File: src/rtl/srio_link_status_monitor.sv
// rtl/srio_link_status_monitor.sv - per-port SRIO bring-up monitor with timeout, drop counters and LEDs
//
// Purpose: synchronises raw SRIO port/link status bits, runs one bring-up FSM per port
//          (S_DOWN, S_PORT, S_UP, S_FAIL), enforces an init timeout, counts link drops
//          and produces event pulses plus per-port LED nibbles.
// Optional feature macro: LINK_DEBOUNCE_EN (per-bit debounce filter after the synchroniser).
// Ports:
//   sys_clk, sys_rst          clock, asynchronous active-high reset
//   port_init_i, link_init_i  raw status per port (asynchronous)
//   mode_1x_i                 raw 1x-mode indication per port (asynchronous)
//   clr_stats                 synchronous pulse: clear drop counters, release S_FAIL
//   state_o                   per-port FSM state, port p at [2p+1:2p]
//   link_up_o, all_up_o       per-port S_UP flag, registered AND of all ports
//   up_pulse_o, drop_pulse_o, tmo_pulse_o  one-cycle event pulses per port
//   drop_cnt_o                saturating drop counters, port p at [CNT_W*p +: CNT_W]
//   led_o                     per port {link_up, link_init, port_init, ~mode_1x}
module srio_link_status_monitor #(
    parameter int NUM_PORTS    = 2,
    parameter int INIT_TIMEOUT = 4096,
    parameter int CNT_W        = 8,
    parameter int DEBOUNCE_CYC = 8
) (
    input  logic                       sys_clk,
    input  logic                       sys_rst,
    input  logic [NUM_PORTS-1:0]       port_init_i,
    input  logic [NUM_PORTS-1:0]       link_init_i,
    input  logic [NUM_PORTS-1:0]       mode_1x_i,
    input  logic                       clr_stats,
    output logic [2*NUM_PORTS-1:0]     state_o,
    output logic [NUM_PORTS-1:0]       link_up_o,
    output logic                       all_up_o,
    output logic [NUM_PORTS-1:0]       up_pulse_o,
    output logic [NUM_PORTS-1:0]       drop_pulse_o,
    output logic [NUM_PORTS-1:0]       tmo_pulse_o,
    output logic [CNT_W*NUM_PORTS-1:0] drop_cnt_o,
    output logic [4*NUM_PORTS-1:0]     led_o
);

    localparam int TW = $clog2(INIT_TIMEOUT);
    localparam int NB = 3 * NUM_PORTS;
    localparam logic [TW-1:0]    TMO_LAST = TW'(INIT_TIMEOUT - 1);
    localparam logic [CNT_W-1:0] CNT_MAX  = '1;

    typedef enum logic [1:0] {
        S_DOWN = 2'd0,
        S_PORT = 2'd1,
        S_UP   = 2'd2,
        S_FAIL = 2'd3
    } state_t;

    // Raw inputs packed as {mode, link, port} so one synchroniser/filter serves all bits.
    logic [NB-1:0] raw_bits, sync1, sync2, filt;
    assign raw_bits = {mode_1x_i, link_init_i, port_init_i};

    always_ff @(posedge sys_clk or posedge sys_rst) begin
        if (sys_rst) begin
            sync1 <= '0;
            sync2 <= '0;
        end else begin
            sync1 <= raw_bits;
            sync2 <= sync1;
        end
    end

`ifdef LINK_DEBOUNCE_EN
    localparam int DW = $clog2(DEBOUNCE_CYC + 1);
    logic [DW-1:0] db_cnt [NB];

    // Filter flips only after DEBOUNCE_CYC consecutive samples that disagree with it;
    // any agreeing sample restarts the run, so shorter glitches are swallowed.
    always_ff @(posedge sys_clk or posedge sys_rst) begin
        if (sys_rst) begin
            filt <= '0;
            for (int b = 0; b < NB; b++) db_cnt[b] <= '0;
        end else begin
            for (int b = 0; b < NB; b++) begin
                if (sync2[b] == filt[b]) begin
                    db_cnt[b] <= '0;
                end else if (db_cnt[b] == DW'(DEBOUNCE_CYC - 1)) begin
                    filt[b]   <= sync2[b];
                    db_cnt[b] <= '0;
                end else begin
                    db_cnt[b] <= db_cnt[b] + DW'(1);
                end
            end
        end
    end
`else
    assign filt = sync2;
`endif

    logic [NUM_PORTS-1:0] fp, fl, fm;
    assign fp = filt[NUM_PORTS-1:0];
    assign fl = filt[2*NUM_PORTS-1:NUM_PORTS];
    assign fm = filt[3*NUM_PORTS-1:2*NUM_PORTS];

    state_t            state    [NUM_PORTS];
    state_t            state_nx [NUM_PORTS];
    logic [TW-1:0]     timer    [NUM_PORTS];
    logic [TW-1:0]     timer_nx [NUM_PORTS];
    logic [CNT_W-1:0]  cnt      [NUM_PORTS];
    logic [CNT_W-1:0]  cnt_nx   [NUM_PORTS];
    logic [NUM_PORTS-1:0]   up_nx, drop_nx, tmo_nx, link_nx;
    logic [4*NUM_PORTS-1:0] led_nx;

    always_comb begin
        up_nx   = '0;
        drop_nx = '0;
        tmo_nx  = '0;
        link_nx = '0;
        led_nx  = '0;
        for (int p = 0; p < NUM_PORTS; p++) begin
            state_nx[p] = state[p];
            timer_nx[p] = timer[p];
            cnt_nx[p]   = cnt[p];
            case (state[p])
                S_DOWN: begin
                    // Progress is checked before expiry, so a late port_init still wins.
                    if (fp[p]) begin
                        state_nx[p] = S_PORT;
                    end else if (timer[p] == TMO_LAST) begin
                        state_nx[p] = S_FAIL;
                        tmo_nx[p]   = 1'b1;
                        timer_nx[p] = '0;
                    end else begin
                        timer_nx[p] = timer[p] + TW'(1);
                    end
                end
                S_PORT: begin
                    // The timer keeps running from S_DOWN entry; S_PORT does not restart it.
                    if (!fp[p]) begin
                        state_nx[p] = S_DOWN;
                        timer_nx[p] = '0;
                    end else if (fl[p]) begin
                        state_nx[p] = S_UP;
                        up_nx[p]    = 1'b1;
                        timer_nx[p] = '0;
                    end else if (timer[p] == TMO_LAST) begin
                        state_nx[p] = S_FAIL;
                        tmo_nx[p]   = 1'b1;
                        timer_nx[p] = '0;
                    end else begin
                        timer_nx[p] = timer[p] + TW'(1);
                    end
                end
                S_UP: begin
                    timer_nx[p] = '0;
                    if (!fp[p] || !fl[p]) begin
                        state_nx[p] = S_DOWN;
                        drop_nx[p]  = 1'b1;
                    end
                end
                default: begin
                    timer_nx[p] = '0;
                    if (fp[p] && fl[p]) begin
                        state_nx[p] = S_UP;
                        up_nx[p]    = 1'b1;
                    end else if (clr_stats) begin
                        state_nx[p] = S_DOWN;
                    end
                end
            endcase
            // A drop coinciding with a clear is counted after the clear.
            if (clr_stats) begin
                cnt_nx[p] = drop_nx[p] ? CNT_W'(1) : '0;
            end else if (drop_nx[p] && cnt[p] != CNT_MAX) begin
                cnt_nx[p] = cnt[p] + CNT_W'(1);
            end
            link_nx[p]         = (state_nx[p] == S_UP);
            led_nx[4*p +: 4]   = {link_nx[p], fl[p], fp[p], ~fm[p]};
        end
    end

    always_ff @(posedge sys_clk or posedge sys_rst) begin
        if (sys_rst) begin
            for (int p = 0; p < NUM_PORTS; p++) begin
                state[p] <= S_DOWN;
                timer[p] <= '0;
                cnt[p]   <= '0;
            end
            up_pulse_o   <= '0;
            drop_pulse_o <= '0;
            tmo_pulse_o  <= '0;
            link_up_o    <= '0;
            led_o        <= '0;
            all_up_o     <= 1'b0;
        end else begin
            for (int p = 0; p < NUM_PORTS; p++) begin
                state[p] <= state_nx[p];
                timer[p] <= timer_nx[p];
                cnt[p]   <= cnt_nx[p];
            end
            up_pulse_o   <= up_nx;
            drop_pulse_o <= drop_nx;
            tmo_pulse_o  <= tmo_nx;
            link_up_o    <= link_nx;
            led_o        <= led_nx;
            all_up_o     <= &link_up_o;
        end
    end

    for (genvar g = 0; g < NUM_PORTS; g++) begin : g_out
        assign state_o[2*g +: 2]        = state[g];
        assign drop_cnt_o[CNT_W*g +: CNT_W] = cnt[g];
    end

endmodule
File: config.mk
export PLATFORM = sky130hd
export DESIGN_NAME = srio_link_status_monitor
export DESIGN_NICKNAME = d
export VERILOG_FILES = /design/src/rtl/srio_link_status_monitor.sv
export SDC_FILE = /design/constraint.sdc
export NUM_CORES = 1
export LEC_CHECK = 0
export ABC_AREA = 1
export BUFFER_PORTS_ARGS = -buffer_cell sky130_fd_sc_hd__buf_4
export CAP_MARGIN = 10
export CORE_UTILIZATION = 50
export CTS_CLUSTER_SIZE = 30
export DETAILED_ROUTE_END_ITERATION = 10
export PLACE_DENSITY = 0.71
export SKIP_LAST_GASP = 1
export SYNTH_ARGS = -nofsm -noshare
export SYNTH_HDL_FRONTEND = slang
export SYNTH_SLANG_ARGS = --single-unit
File: constraint.sdc
create_clock -name sys_clk -period 3 [get_ports sys_clk]
set_input_delay 0.15 -clock sys_clk [delete_from_list [all_inputs] [get_ports sys_clk]]
set_output_delay 0.15 -clock sys_clk [all_outputs]
set_load 0.02 [all_outputs]
==> impl_metrics.xml <==
<?xml version="1.0" encoding="UTF-8"?>
<metrics>
  <group name="layout">
    <metric name="nFillCells" unit="">564</metric>
    <metric name="regArea" unit="um2">1780</metric>
    <metric name="fin_nets" unit="">478</metric>
    <metric name="antenna-diode-count" unit="">0</metric>
    <metric name="drive_above_1_share" unit="">0.183</metric>
    <metric name="area_delta_synth_final" unit="%">21.1</metric>
    <metric name="design_area" unit="um2">4060</metric>
    <metric name="multi_input_gate_area_in_the_final_layout" unit="um2">1310</metric>
  </group>
  <group name="synthesis">
    <metric name="synth_cell_types" unit="">31</metric>
    <metric name="synth_enable_flop_cells" unit="">0</metric>
    <metric name="synth-compound-area-share" unit="">0.0657</metric>
    <metric name="synthDominantAreaCellType" unit="">dfrtp_1</metric>
    <metric name="synthesis.instances" unit="">405</metric>
    <metric name="synthesis_stage_register_bit_count" unit="">71</metric>
    <metric name="synth_seq_area_share" unit="">0.530</metric>
    <metric name="synth.top_cell.area_share" unit="">0.530</metric>
    <metric name="synth_top_family_by_area" unit="">simple AND/OR/NAND/NOR gates</metric>
    <metric name="yosysWarnings" unit="">0</metric>
    <metric name="yosys_most_used_dff" unit="">dfrtp_1</metric>
    <metric name="synth_area_per_cell" unit="um2">8.27</metric>
    <metric name="synth_area" unit="um2">3350</metric>
    <metric name="synth.most_common_cell" unit="">nand2_1</metric>
    <metric name="ys_top_cells_by_count" unit="">92 x nand2_1, 71 x dfrtp_1, 53 x inv_1</metric>
    <metric name="synth_simple_gate_area_share" unit="">0.287</metric>
    <metric name="netlist_top_cells_area" unit="">dfrtp_1 53%, nand2_1 10%, nand3_1 6.3%, inv_1 5.9%, nor2_1 5.6%</metric>
    <metric name="synth_async_sr_flop_share" unit="">1.00</metric>
    <metric name="fraction_of_synthesized_cell_area_in_xor_and_xnor_cells" unit="">0.0235</metric>
    <metric name="synth_fp_nets" unit="">418</metric>
    <metric name="post_synth_mux_area_share" unit="">0</metric>
    <metric name="synth_fa_ha_area_frac" unit="">0.0149</metric>
  </group>
  <group name="sta">
    <metric name="slew_headroom" unit="">0.474</metric>
    <metric name="fin_crit" unit="ps">1580</metric>
    <metric name="tightest_slew" unit="ps">788</metric>
    <metric name="setup_violations_final" unit="">0</metric>
    <metric name="clock.fmax" unit="MHz">634</metric>
    <metric name="timing.clock.skew" unit="ps">10.8</metric>
    <metric name="final.hold.worst_slack" unit="ps">91.4</metric>
    <metric name="setup_tns" unit="ps">0</metric>
    <metric name="hold_viol" unit="">0</metric>
    <metric name="final.period_utilization" unit="">0.526</metric>
    <metric name="grt_setup_unrepaired" unit="">false</metric>
    <metric name="maxSlewViolCount" unit="">0</metric>
    <metric name="setup_ws" unit="ps">1420</metric>
  </group>
  <group name="routing">
    <metric name="final_antenna_net_count" unit="">0</metric>
    <metric name="drt_first_iter_violations" unit="">121</metric>
    <metric name="number_of_vias_per_cell" unit="">5.02</metric>
    <metric name="drt_wl_total" unit="um">6300</metric>
    <metric name="post_drt_wl_per_cell" unit="um">11.5</metric>
    <metric name="vias" unit="">2743</metric>
    <metric name="post-route-drc-count" unit="">14</metric>
    <metric name="first_pass_iters" unit="">8</metric>
  </group>
  <group name="power">
    <metric name="irDropWorstVdd" unit="V">0.000348</metric>
    <metric name="total_power" unit="mW">2.73</metric>
    <metric name="cellLeakagePower" unit="nW">2.07</metric>
    <metric name="power.density_cell_area" unit="nW/um2">672</metric>
  </group>
  <group name="job">
    <metric name="drv_cap" unit="">0</metric>
  </group>
  <group name="critical_path">
    <metric name="crit_path_end_kind" unit="">flip-flop</metric>
    <metric name="r2r_slack" unit="ps">1420</metric>
    <metric name="r2r-end" unit="">drop_cnt_o[15]</metric>
    <metric name="timing.reg2reg.worst_path_depth" unit="">8</metric>
    <metric name="timing.critical_path.arrival" unit="ps">1790</metric>
    <metric name="worst_setup_path_startpoint" unit="">drop_cnt_o[8]</metric>
    <metric name="critPathKind" unit="">flip-flop to flip-flop</metric>
    <metric name="path_max_fanout" unit="">9</metric>
    <metric name="rr_startpoint" unit="">drop_cnt_o[8]</metric>
    <metric name="timing.critical_path.from_type" unit="">flip-flop</metric>
    <metric name="worst-endpoint-required" unit="ps">3210</metric>
  </group>
  <group name="floorplan">
    <metric name="fp-row-count" unit="">29</metric>
    <metric name="floorplan.die.height" unit="um">83.9</metric>
    <metric name="die_width" unit="um">83.9</metric>
    <metric name="design.die.area" unit="um2">7030</metric>
    <metric name="ios" unit="">46</metric>
    <metric name="initial_utilization" unit="">0.522</metric>
    <metric name="placeableCoreArea" unit="um2">6420</metric>
  </group>
  <group name="placed_design">
    <metric name="port-buffer-count" unit="">45</metric>
    <metric name="gp_routability_congestion" unit="">0.903</metric>
    <metric name="place_ws" unit="ps">1410</metric>
    <metric name="postPlaceCellArea" unit="um2">3770</metric>
    <metric name="dp_hpwl" unit="um">4630</metric>
  </group>
  <group name="hold_path">
    <metric name="min-delay-path-class" unit="">input port to flip-flop</metric>
    <metric name="hold_path_startpoint" unit="">clr_stats</metric>
    <metric name="worst_hold_path.endpoint" unit="">drop_cnt_o[3]</metric>
    <metric name="whs_path_depth" unit="">2</metric>
  </group>
  <group name="clock_network">
    <metric name="clock_latency" unit="ps">340</metric>
    <metric name="cts.reportedPaths.clkPinSlew" unit="ps">70</metric>
    <metric name="cts_resized" unit="">0</metric>
    <metric name="cts_inserted_buffers" unit="">9</metric>
    <metric name="cts_htree_levels" unit="">3</metric>
    <metric name="cts_root_buf" unit="">clkbuf_8</metric>
    <metric name="max-clock-path-buffers" unit="">2</metric>
    <metric name="clock_sink_count" unit="">71</metric>
    <metric name="cts_tree" unit="">built</metric>
  </group>
  <group name="global_routing">
    <metric name="global_route_wire_length_before_repair" unit="um">11200</metric>
    <metric name="grt_start_max_net_pins" unit="">40</metric>
    <metric name="grt_overflow" unit="">0</metric>
    <metric name="grt_antenna_before_repair" unit="">0</metric>
    <metric name="number_of_global_route_vias_before_repair" unit="">2632</metric>
    <metric name="global_route.usage.total" unit="">0.199</metric>
  </group>
  <group name="run_status">
    <metric name="violations_in_the_final_reports" unit="">design-rule violations</metric>
    <metric name="run_status" unit="">complete, but fails checks</metric>
  </group>
</metrics>
-- layout by cell type, fill, tap and decap left out, types with 10 or more instances in the layout --
master and n:
a21oi_1 13, inv_1 52, buf_4 47, nand3_1 42, nand4_1 10, nor2_1 50
o21ai_0 12, dfrtp_1 71, nand2_1 92, inv_2 10, clkbuf_8 10
-- registers in the layout, indices dropped and copies added (netlist names) --
signal,flops
timer,24
drop_cnt_o,16
led_o,8
filt,6
sync1,6
state_o,4
drop_pulse_o,2
tmo_pulse_o,2
up_pulse_o,2
all_up_o,1
-- power by group --
group | total, mW | internal [mW] | switching, mW
Combinational | 0.740 | 0.250 | 0.489
Sequential | 1.16 | 1.06 | 0.100
Clock | 0.827 | 0.486 | 0.341
-- through the flow --
step / util / cells
CTS: 0.632 / 546
detailed placement: 0.587 / 524
global route: 0.632 / 546
global placement: 0.587 / 524
floorplan: - / 405
finish: 0.632 / 546
-- critical path, stage by stage, from the launching register on --
cell     delay (ps)
dfrtp_1         410
ha_1            270
nand3_1         120
nor2_1          140
nand3_1          80
nand2_1         100
nand2_2          90
inv_2           150
o21ai_0         110
-- layout make-up --
cell class              count  share of cell area
clock inverters             5              0.0203
inverters                  62              0.0573
flip-flops and latches     71               0.438
clock buffers              10              0.0339
repair buffers             54               0.104
well taps                  77              0.0237
multi-input cells         267               0.323
-- worst max-delay path by stage --
| stage | endpoint | slack [ps] | cells past startpoint |
|---|---|---|---|
| floorplan | all_up_o | 1050 | 1 |
| global placement | drop_cnt_o[15] | 1490 | 8 |
| detailed placement | drop_cnt_o[15] | 1410 | 8 |
| CTS | drop_cnt_o[15] | 1400 | 8 |
| global route | drop_cnt_o[15] | 1270 | 9 |
| finish | drop_cnt_o[15] | 1420 | 8 |
-- metal layers --
layer,vias to the layer above,GRT usage,routed length [um]
li1,1403,-,-
met5,-,0,0
met3,12,0.0415,284
met1,1272,0.266,2980
met4,0,0.0815,113
met2,56,0.319,2920
-- cell families after synthesis --
| kind of cell | after synthesis |
|---|---|
| and+or+nand+nor | 215 |
| adders and majority gates | 4 |
| buffers and inverters | 67 |
| AOI/OAI and AO/OA | 39 |
| DFF | 71 |
| xor gates and xnor gates | 9 |
-- what timing repair did --
item                       in CTS  in global routing
hold endpoints to repair       38                  0
buffers inserted                0                  0
setup endpoints to repair       0                  0
hold buffers                    7                  0
(Power assumes the default switching activity.)
